**src/rtl/datapath_core.sv**
```systemverilog
// datapath_core: register file, shared bus mux and ALU driven by the
// microcoded controller's strobes. Returns opcode and zero flag.
module datapath_core #(
    parameter int DW = 16,
    parameter int AW = 10
) (
    input  logic          clk,
    input  logic          rst_n,
    input  logic [3:0]    read_en,
    input  logic [15:0]   write_en,
    input  logic [15:0]   inc_en,
    input  logic [15:0]   clr_en,
    input  logic [2:0]    alu_op,
    output logic [5:0]    instruction,
    output logic [15:0]   z,
    output logic [AW-1:0] im_addr,
    input  logic [DW-1:0] im_rdata,
    output logic [AW-1:0] dm_addr,
    output logic [DW-1:0] dm_wdata,
    output logic          dm_we,
    input  logic [DW-1:0] dm_rdata,
    output logic [DW-1:0] bus_dbg
);

    localparam logic [AW-1:0] PC_ONE = AW'(1);
    localparam logic [DW-1:0] AC_ONE = DW'(1);

    logic [AW-1:0] r_pc;
    logic [AW-1:0] r_ar;
    logic [DW-1:0] r_ir;
    logic [DW-1:0] r_ac;
    logic [DW-1:0] r_r;
    logic [DW-1:0] r_r1;
    logic [DW-1:0] r_r2;
    logic [DW-1:0] r_r3;
    logic [DW-1:0] r_r4;
    logic [DW-1:0] w_bus;
    logic [DW-1:0] w_alu;
    logic          w_unused_strobes;

    // Shared bus source select; unassigned codes drive zero.
    always_comb begin
        w_bus = '0;
        case (read_en)
            4'd1:    w_bus = {{(DW-AW){1'b0}}, r_pc};
            4'd2:    w_bus = {{(DW-AW){1'b0}}, r_ar};
            4'd4:    w_bus = {{(DW-AW){1'b0}}, r_ir[DW-1:DW-AW]};
            4'd5:    w_bus = r_ac;
            4'd6:    w_bus = r_r;
            4'd7:    w_bus = r_r1;
            4'd8:    w_bus = r_r2;
            4'd9:    w_bus = r_r3;
            4'd10:   w_bus = r_r4;
            4'd12:   w_bus = dm_rdata;
            4'd13:   w_bus = im_rdata;
            default: w_bus = '0;
        endcase
    end

    // ALU on registered AC (A) and R (B); pass-through A for unused ops.
    always_comb begin
        w_alu = r_ac;
        case (alu_op)
            3'd1:    w_alu = r_ac + r_r;
            3'd2:    w_alu = r_ac - r_r;
            3'd3:    w_alu = r_ac * r_r;
            3'd4:    w_alu = {r_ac[DW-2:0], 1'b0};
            default: w_alu = r_ac;
        endcase
    end

    // PC: clear beats load beats increment, so a jump never also increments.
    always_ff @(posedge clk or negedge rst_n) begin
        if (!rst_n)             r_pc <= '0;
        else if (clr_en[1])     r_pc <= '0;
        else if (write_en[1])   r_pc <= w_bus[AW-1:0];
        else if (inc_en[1])     r_pc <= r_pc + PC_ONE;
    end

    // AR: clear beats load.
    always_ff @(posedge clk or negedge rst_n) begin
        if (!rst_n)             r_ar <= '0;
        else if (clr_en[2])     r_ar <= '0;
        else if (write_en[2])   r_ar <= w_bus[AW-1:0];
    end

    // AC: ALU result beats bus load beats increment.
    always_ff @(posedge clk or negedge rst_n) begin
        if (!rst_n)             r_ac <= '0;
        else if (write_en[12])  r_ac <= w_alu;
        else if (write_en[4])   r_ac <= w_bus;
        else if (inc_en[4])     r_ac <= r_ac + AC_ONE;
    end

    // Plain bus-loaded registers: IR, R and R1-R4.
    always_ff @(posedge clk or negedge rst_n) begin
        if (!rst_n) begin
            r_ir <= '0;
            r_r  <= '0;
            r_r1 <= '0;
            r_r2 <= '0;
            r_r3 <= '0;
            r_r4 <= '0;
        end else begin
            if (write_en[3])  r_ir <= w_bus;
            if (write_en[5])  r_r  <= w_bus;
            if (write_en[10]) r_r1 <= w_bus;
            if (write_en[9])  r_r2 <= w_bus;
            if (write_en[8])  r_r3 <= w_bus;
            if (write_en[7])  r_r4 <= w_bus;
        end
    end

    // Memory write strobe is blocked during reset so nothing escapes.
    assign dm_we       = write_en[11] & rst_n;
    assign dm_addr     = r_ar;
    assign dm_wdata    = r_ac;
    assign im_addr     = r_pc;
    assign instruction = r_ir[5:0];
    assign z           = {15'd0, (r_ac == '0)};
    assign bus_dbg     = w_bus;

    assign w_unused_strobes = ^{write_en[0], write_en[6], write_en[15:13],
                                inc_en[15:5], inc_en[3:2], inc_en[0],
                                clr_en[15:3], clr_en[0]};

endmodule

```
**config.mk**
```make
export PLATFORM = sky130hd
export DESIGN_NAME = datapath_core
export DESIGN_NICKNAME = d
export VERILOG_FILES = /design/src/rtl/datapath_core.sv
export SDC_FILE = /design/constraint.sdc
export NUM_CORES = 1
export LEC_CHECK = 0
export CORE_MARGIN = 3
export CORE_UTILIZATION = 27
export CTS_BUF_LIST = sky130_fd_sc_hd__clkbuf_2
export CTS_CLUSTER_SIZE = 8
export DETAILED_ROUTE_END_ITERATION = 10
export GPL_TIMING_DRIVEN = 0
export MAX_ROUTING_LAYER = met4
export PLACE_DENSITY = 0.57
export SLEW_MARGIN = 15
export SYNTH_ARGS = -nofsm -noshare
export SYNTH_HDL_FRONTEND = slang
export SYNTH_SLANG_ARGS = --single-unit
```
**constraint.sdc**
```tcl
create_clock -name clk -period 7.8 [get_ports clk]
set_clock_uncertainty 0.05 [all_clocks]
set_input_delay 1.17 -clock clk [delete_from_list [all_inputs] [get_ports clk]]
set_output_delay 1.17 -clock clk [all_outputs]
set_load 0.05 [all_outputs]
```
# Word level (Yosys, flattened, before mapping)
# Index checks and enable logic that the tools add are counted.
dict set report totals {
  reg_bits 132
  wordCells 46
}
dict set report op_classes {
  mul 1
  bitwise 1
  n_reduce_logical 5
  muxes 10
  addsub 4
  eq_ne 16
}
# operator count
set ops {}
lappend ops {{16-bit one-hot mux with 11 select lines} 1}
lappend ops {{16-bit one-hot mux with 4 select lines} 1}
lappend ops {{10-bit 2-to-1 mux} 5}
lappend ops {{16-bit 2-to-1 mux} 3}
lappend ops {{4-bit == test, second input constant} 5}
lappend ops {{16-bit by 1-bit adder with 16-bit output, second input constant} 1}
lappend ops {{16-bit adder} 1}
lappend ops {{4-bit by 3-bit == test with 1-bit output, second input constant} 4}
lappend ops {{16-bit logical NOT} 1}
lappend ops {{16-bit by 16-bit multiplier with 16-bit output} 1}
lappend ops {{16-bit subtractor} 1}
lappend ops {{10-bit by 1-bit adder with 10-bit output, second input constant} 1}
lappend ops {{3-bit by 2-bit == test with 1-bit output, second input constant} 2}
lappend ops {{3-bit nonzero test} 2}
lappend ops {{5-bit by 1-bit inequality test with 1-bit output, second input constant} 1}
lappend ops {{4-bit by 1-bit == test with 1-bit output, second input constant} 1}
lappend ops {{4-bit by 2-bit == test with 1-bit output, second input constant} 1}
lappend ops {{3-bit by 1-bit == test with 1-bit output, second input constant} 1}
lappend ops {{3-bit == test, second input constant} 1}
lappend ops {{2-bit AND reduction} 1}
lappend ops {{2-bit nonzero test} 1}
lappend ops {{1-bit bitwise AND} 1}

# Longest topological paths before layout
dict set report depth {
  depth_word 4
  ltp_mapped 22
  ltp_nobuf 20
}

# Worst setup path before layout
# Ideal clock, no wire load.
dict set report synth_path {
  kind {reg-to-reg}
  from {reg r_ac[6], in the netlist dm_wdata[6]}
  to {reg r_ac[14], in the netlist dm_wdata[14]}
  synth_period_minus_slack_ps 5706
  arrival_time_ps 5527
  path_stages_with_launch 21
  setup_slack_ps 2094
  setup_time_ps 129
  cell_sequence {dfrtp_1 -> clkbuf_1 -> clkbuf_1 -> and2_1 -> fa_1 -> inv_1 -> fa_1 -> fa_1 -> fa_1 -> inv_1 -> fa_1 -> inv_1 -> fa_1 -> inv_1 -> ha_1 -> and3_1 -> a21oi_1 -> a31oi_1 -> xor2_1 -> a221oi_1 -> a21oi_1}
}
dict set report synth_via {
  elab_chain_len 4
}
# item line
set synth_lines {}
lappend synth_lines {{start, declared} 31} ;# logic [DW-1:0] r_ac;
lappend synth_lines {{start signal, assigned} 90} ;# else if (write_en[12]) r_ac <= w_alu;
lappend synth_lines {{start signal, assigned} 91} ;# else if (write_en[4]) r_ac <= w_bus;
lappend synth_lines {{start signal, assigned} 92} ;# else if (inc_en[4]) r_ac <= r_ac + AC_ONE;
lappend synth_lines {{parallel branches: the longest is 3 deep, another holds 16-bit by 16-bit multiplier with 16-bit output} -}
lappend synth_lines {{16-bit 2-to-1 mux *} 90}
# Mark *: on every way between the ends. The select of a mux whose other input is x is not followed.
# A chain may end at the register's enable or synchronous reset.

# Worst setup path in the final report
dict set report layout_path {
  from {reg r_ac[3], in the netlist dm_wdata[3]}
  to {reg r_ac[15], in the netlist dm_wdata[15]}
}
# Same word-level chain as after synthesis.

==> impl_table.tex <==
\begin{tabular}{lr}
\hline
Metric & Value \\
\hline
\multicolumn{2}{l}{\textbf{Floorplanning}} \\
\quad Die width & around 220 microns \\
\quad Vertical die dimension & 220.2 microns \\
\quad Core Rows & 77 \\
\quad I/O pin cnt & 164 \\
\quad Starting Density & 0.2765 \\
\quad Core footprint & roughly 45000 sq um \\
\quad Die Outline Area & 48480 sq um \\
\multicolumn{2}{l}{\textbf{Synthesis}} \\
\quad Post-Synthesis Cells & between 1000 and 1500 \\
\quad Number of synthesized register bits & 132 \\
\quad Fraction of registers with async set/reset & 1.000 \\
\quad Number of unique standard cell types used by synthesis & 80 \\
\quad Ys flop type & dfrtp\_1 \\
\quad Syn Area/Cell & $\sim$8.5 sq um \\
\quad Syn Std Cell Area & around 12000 sq um \\
\quad Number of synthesized flops with an enable pin & 0 \\
\quad Sequential cell area fraction in the yosys report & 0.2667 \\
\quad Yosys Warn Count & 0 \\
\multicolumn{2}{l}{\textbf{Clock network}} \\
\quad Number of hold buffers added after cts & 0 \\
\quad Maximum root-to-sink buffer count & 2 \\
\quad Insertion delay of the later-clocked pin in the worst-skew pair & 780 ps \\
\quad Gates resized, CTS repair & 0 \\
\quad Clock Sinks & approximately 130 \\
\quad Number of H-tree levels & 4 \\
\quad Post-CTS setup buffer count & 0 \\
\quad Cell at the root of the clock tree & clkbuf\_2 \\
\quad Clk slew on worst S/H paths & 230 ps \\
\quad Number of buffers added by the clock tree synthesis step & 17 \\
\quad CTS tree & built \\
\multicolumn{2}{l}{\textbf{STA}} \\
\quad Rel. slew slack & 0.2595 \\
\quad Setup violators final & 0 \\
\quad Setup TNS Final & 0 ps \\
\quad Number of failing hold endpoints at the final stage & 0 \\
\quad Final period demand of the worst path & 7124 ps \\
\quad Share of the cycle needed by the critical path after routing & 0.9134 \\
\quad Setup repair after global routing missed its margin & no \\
\quad Max Clk Rate & 0.1404 GHz \\
\quad Max-slew violation count & 0 \\
\quad Transition time of the tightest slew-check pin & about 1100 ps \\
\multicolumn{2}{l}{\textbf{Routing}} \\
\quad Detail-routed via count per cell & 5.223 \\
\quad First-pass detailed-route iteration total & 5 \\
\quad Vias post-DR & roughly 12000 \\
\quad Routed len/inst & around 22 microns \\
\quad Total routed wirelength & 48.73 mm \\
\quad Count of routing violations after the opening detailed-route iteration & 964 \\
\quad Post-route ant nets & 0 \\
\quad Post-route DRC violation count & 0 \\
\multicolumn{2}{l}{\textbf{Setup path}} \\
\quad Critical Path, Cell by Cell & clkbuf\_1 > clkbuf\_1 > nand2\_1 > fa\_1 > fa\_1 > inv\_1 > ha\_1 > fa\_1 > ha\_1 > inv\_1 > fa\_1 > inv\_1 > ha\_1 > o21a\_1 > o31a\_1 > o211ai\_1 > a21oi\_1 > o41ai\_1 > a21oi\_1 > nand3b\_1 > a31oi\_1 \\
\quad Crit-path slowest cell & o41ai\_1 \\
\quad Worst Setup End Kind & flop \\
\quad Type of the worst setup path & flop to flop \\
\quad Arrival @ worst endpoint & a little under 8000 ps \\
\quad Worst EP required & 8470 ps \\
\quad Stage delay of the slowest cell on the critical path & 850 ps \\
\quad CP dominant cell by count & fa\_1 \\
\quad Critical path fanouts, max & 10 \\
\quad Startpoint class of the critical path & flop \\
\multicolumn{2}{l}{\textbf{Global route}} \\
\quad Number of global-route vias before repair & 11280 \\
\quad Pin count of the biggest net entering global routing & 92 \\
\quad Aggregate global routing overflow & 0 \\
\quad GRT Total Usage & 0.2051 \\
\quad Initial antenna violation count & 1 \\
\quad Wire length of the first global-routing pass & 72.24 mm \\
\multicolumn{2}{l}{\textbf{Flow run}} \\
\quad Max\_cap viols & 0 \\
\multicolumn{2}{l}{\textbf{Final layout}} \\
\quad Fraction of layout cells with a size suffix above 1 & 0.07554 \\
\quad Area growth syn-to-layout & 18.78\% \\
\quad Final layout net count & 1841 \\
\quad Number of standard cells in the layout, taps in and fillers out & 2208 \\
\multicolumn{2}{l}{\textbf{Placed design}} \\
\quad Detailed-placement wirelength estimate & 37.37 mm \\
\quad Buffers added on ports & between 100 and 150 \\
\quad Final weighted congestion of routability-driven global placement & about 0.97 \\
\quad Total instance count after detailed placement & 2175 \\
\multicolumn{2}{l}{\textbf{Worst hold path}} \\
\quad Worst hold-check path type & primary input to async pin \\
\multicolumn{2}{l}{\textbf{Outcome}} \\
\quad Outcome & finished, final reports clean \\
\hline
\end{tabular}
worst paths after layout:
check / startpoint / to / slack (ps) / cells after the start
max: dm_wdata[3] / dm_wdata[15] / 680 / 21
min: rst_n / dm_addr[6] / 210 / 1
max reg2reg: dm_wdata[3] / dm_wdata[15] / 680 / 21
min reg2reg: r_r1[10] / r_r1[10] / 500 / 1
max in group asynchronous: rst_n / r_ir[3] / 6700 / 2
min in group clk: r_r1[10] / r_r1[10] / 500 / 1
layout make-up:
class	instances	area, sq um
antenna	1	2.502
buffer	119	580.6
clock buffer	17	85.08
tap	592	740.7
timing repair buffer	116	1196
clock inverter	15	170.2
inverter	140	525.5
sequential	132	3303
multi-input combinational	1076	8108
fill	4715	30090
worst max-delay path, delay by kind of cell (launching register included):
kind / cells / cell delay, ps
adders and majority gates: 7 / 2830
AOI/OAI and AO/OA: 7 / 1770
buffers and inverters: 5 / 1430
DFF: 1 / 590
and+or+nand+nor: 2 / 390
placed cells by master (no fill, tap or decap), types with 5 or more instances in the layout:
cell,netlist,routed
nor2_1,179,179
a21oi_1,143,141
inv_1,138,138
dfrtp_1,132,132
nand2_1,109,109
clkdlybuf4s50_1,0,107
fa_1,81,81
clkbuf_1,77,77
and2_1,69,69
ha_1,69,69
xnor2_1,49,49
o21ai_0,32,32
a211oi_1,33,32
xor2_1,27,27
a22oi_1,24,24
mux2i_1,23,23
buf_4,21,22
nand3_1,20,20
a221oi_1,19,17
clkbuf_2,0,17
conb_1,1,15
mux2_2,13,13
nor3_1,14,13
and3_1,13,13
nor2b_1,11,11
buf_2,9,9
o22ai_1,9,9
o21a_1,8,8
buf_6,4,8
nand4_1,7,7
buf_1,6,6
nand2b_1,6,6
a31oi_1,6,6
o211ai_1,5,5
a22o_1,5,5
o31ai_1,5,5
a21o_1,5,5
inv_6,0,5
state kept, by name (all words and copies together) (netlist names):
| signal | count |
|---|---|
| r_r2 | 16 |
| dm_wdata | 16 |
| im_addr | 10 |
| r_r3 | 16 |
| dm_addr | 10 |
| r_ir | 16 |
| r_r4 | 16 |
| r_r | 16 |
| r_r1 | 16 |
cell families after synthesis:
group	synth area share
xor+xnor	0.05778
compound gates	0.1768
buf+inv	0.08930
mux	0.03586
other cells	0.0003028
flops	0.2667
simple gates	0.1726
fa+ha+maj	0.2006
metrics by stage:
step / setup WS (ps) / hold WS (ps) / util / instance area (sq um)
finish: 675.8 / 213.3 / 0.3284 / 14710
CTS: 768.8 / 152.1 / 0.3283 / 14710
floorplan: 2094 / 424.9 / - / 12440
global route: 410.4 / 167.5 / 0.3284 / 14710
detailed placement: 828.1 / 450.6 / 0.3226 / 14450
global placement: -945.3 / 440.5 / 0.3183 / 14260
Yosys cell counts (all sizes together), types with 14 or more instances:
master	n	area (sq um)
inv	139	521.8
a21oi	143	715.7
nor3	14	70.07
xor2	27	236.5
a221oi	20	181.4
nand2	109	409.1
and2	72	454.2
a211oi	33	247.7
a22oi	24	180.2
clkbuf	79	310.3
o21ai	32	160.2
xnor2	50	456.7
fa	81	1622
nand3	20	100.1
ha	69	863.3
dfrtp	132	3303
nor2	179	671.9
buf	40	270.3
mux2i	23	230.2
layer usage:
layer  routed length, microns  vias up  global-route usage
met5                        0        -                   -
met4                     1826        0             0.07319
met3                     3170       94             0.01895
met2                    23050      558              0.3372
met1                    20680     5704              0.2649
li1                         -     5177                   -
Power is not shown: default switching activity piles up to over one toggle a cycle in this logic, so the estimate is an artifact.
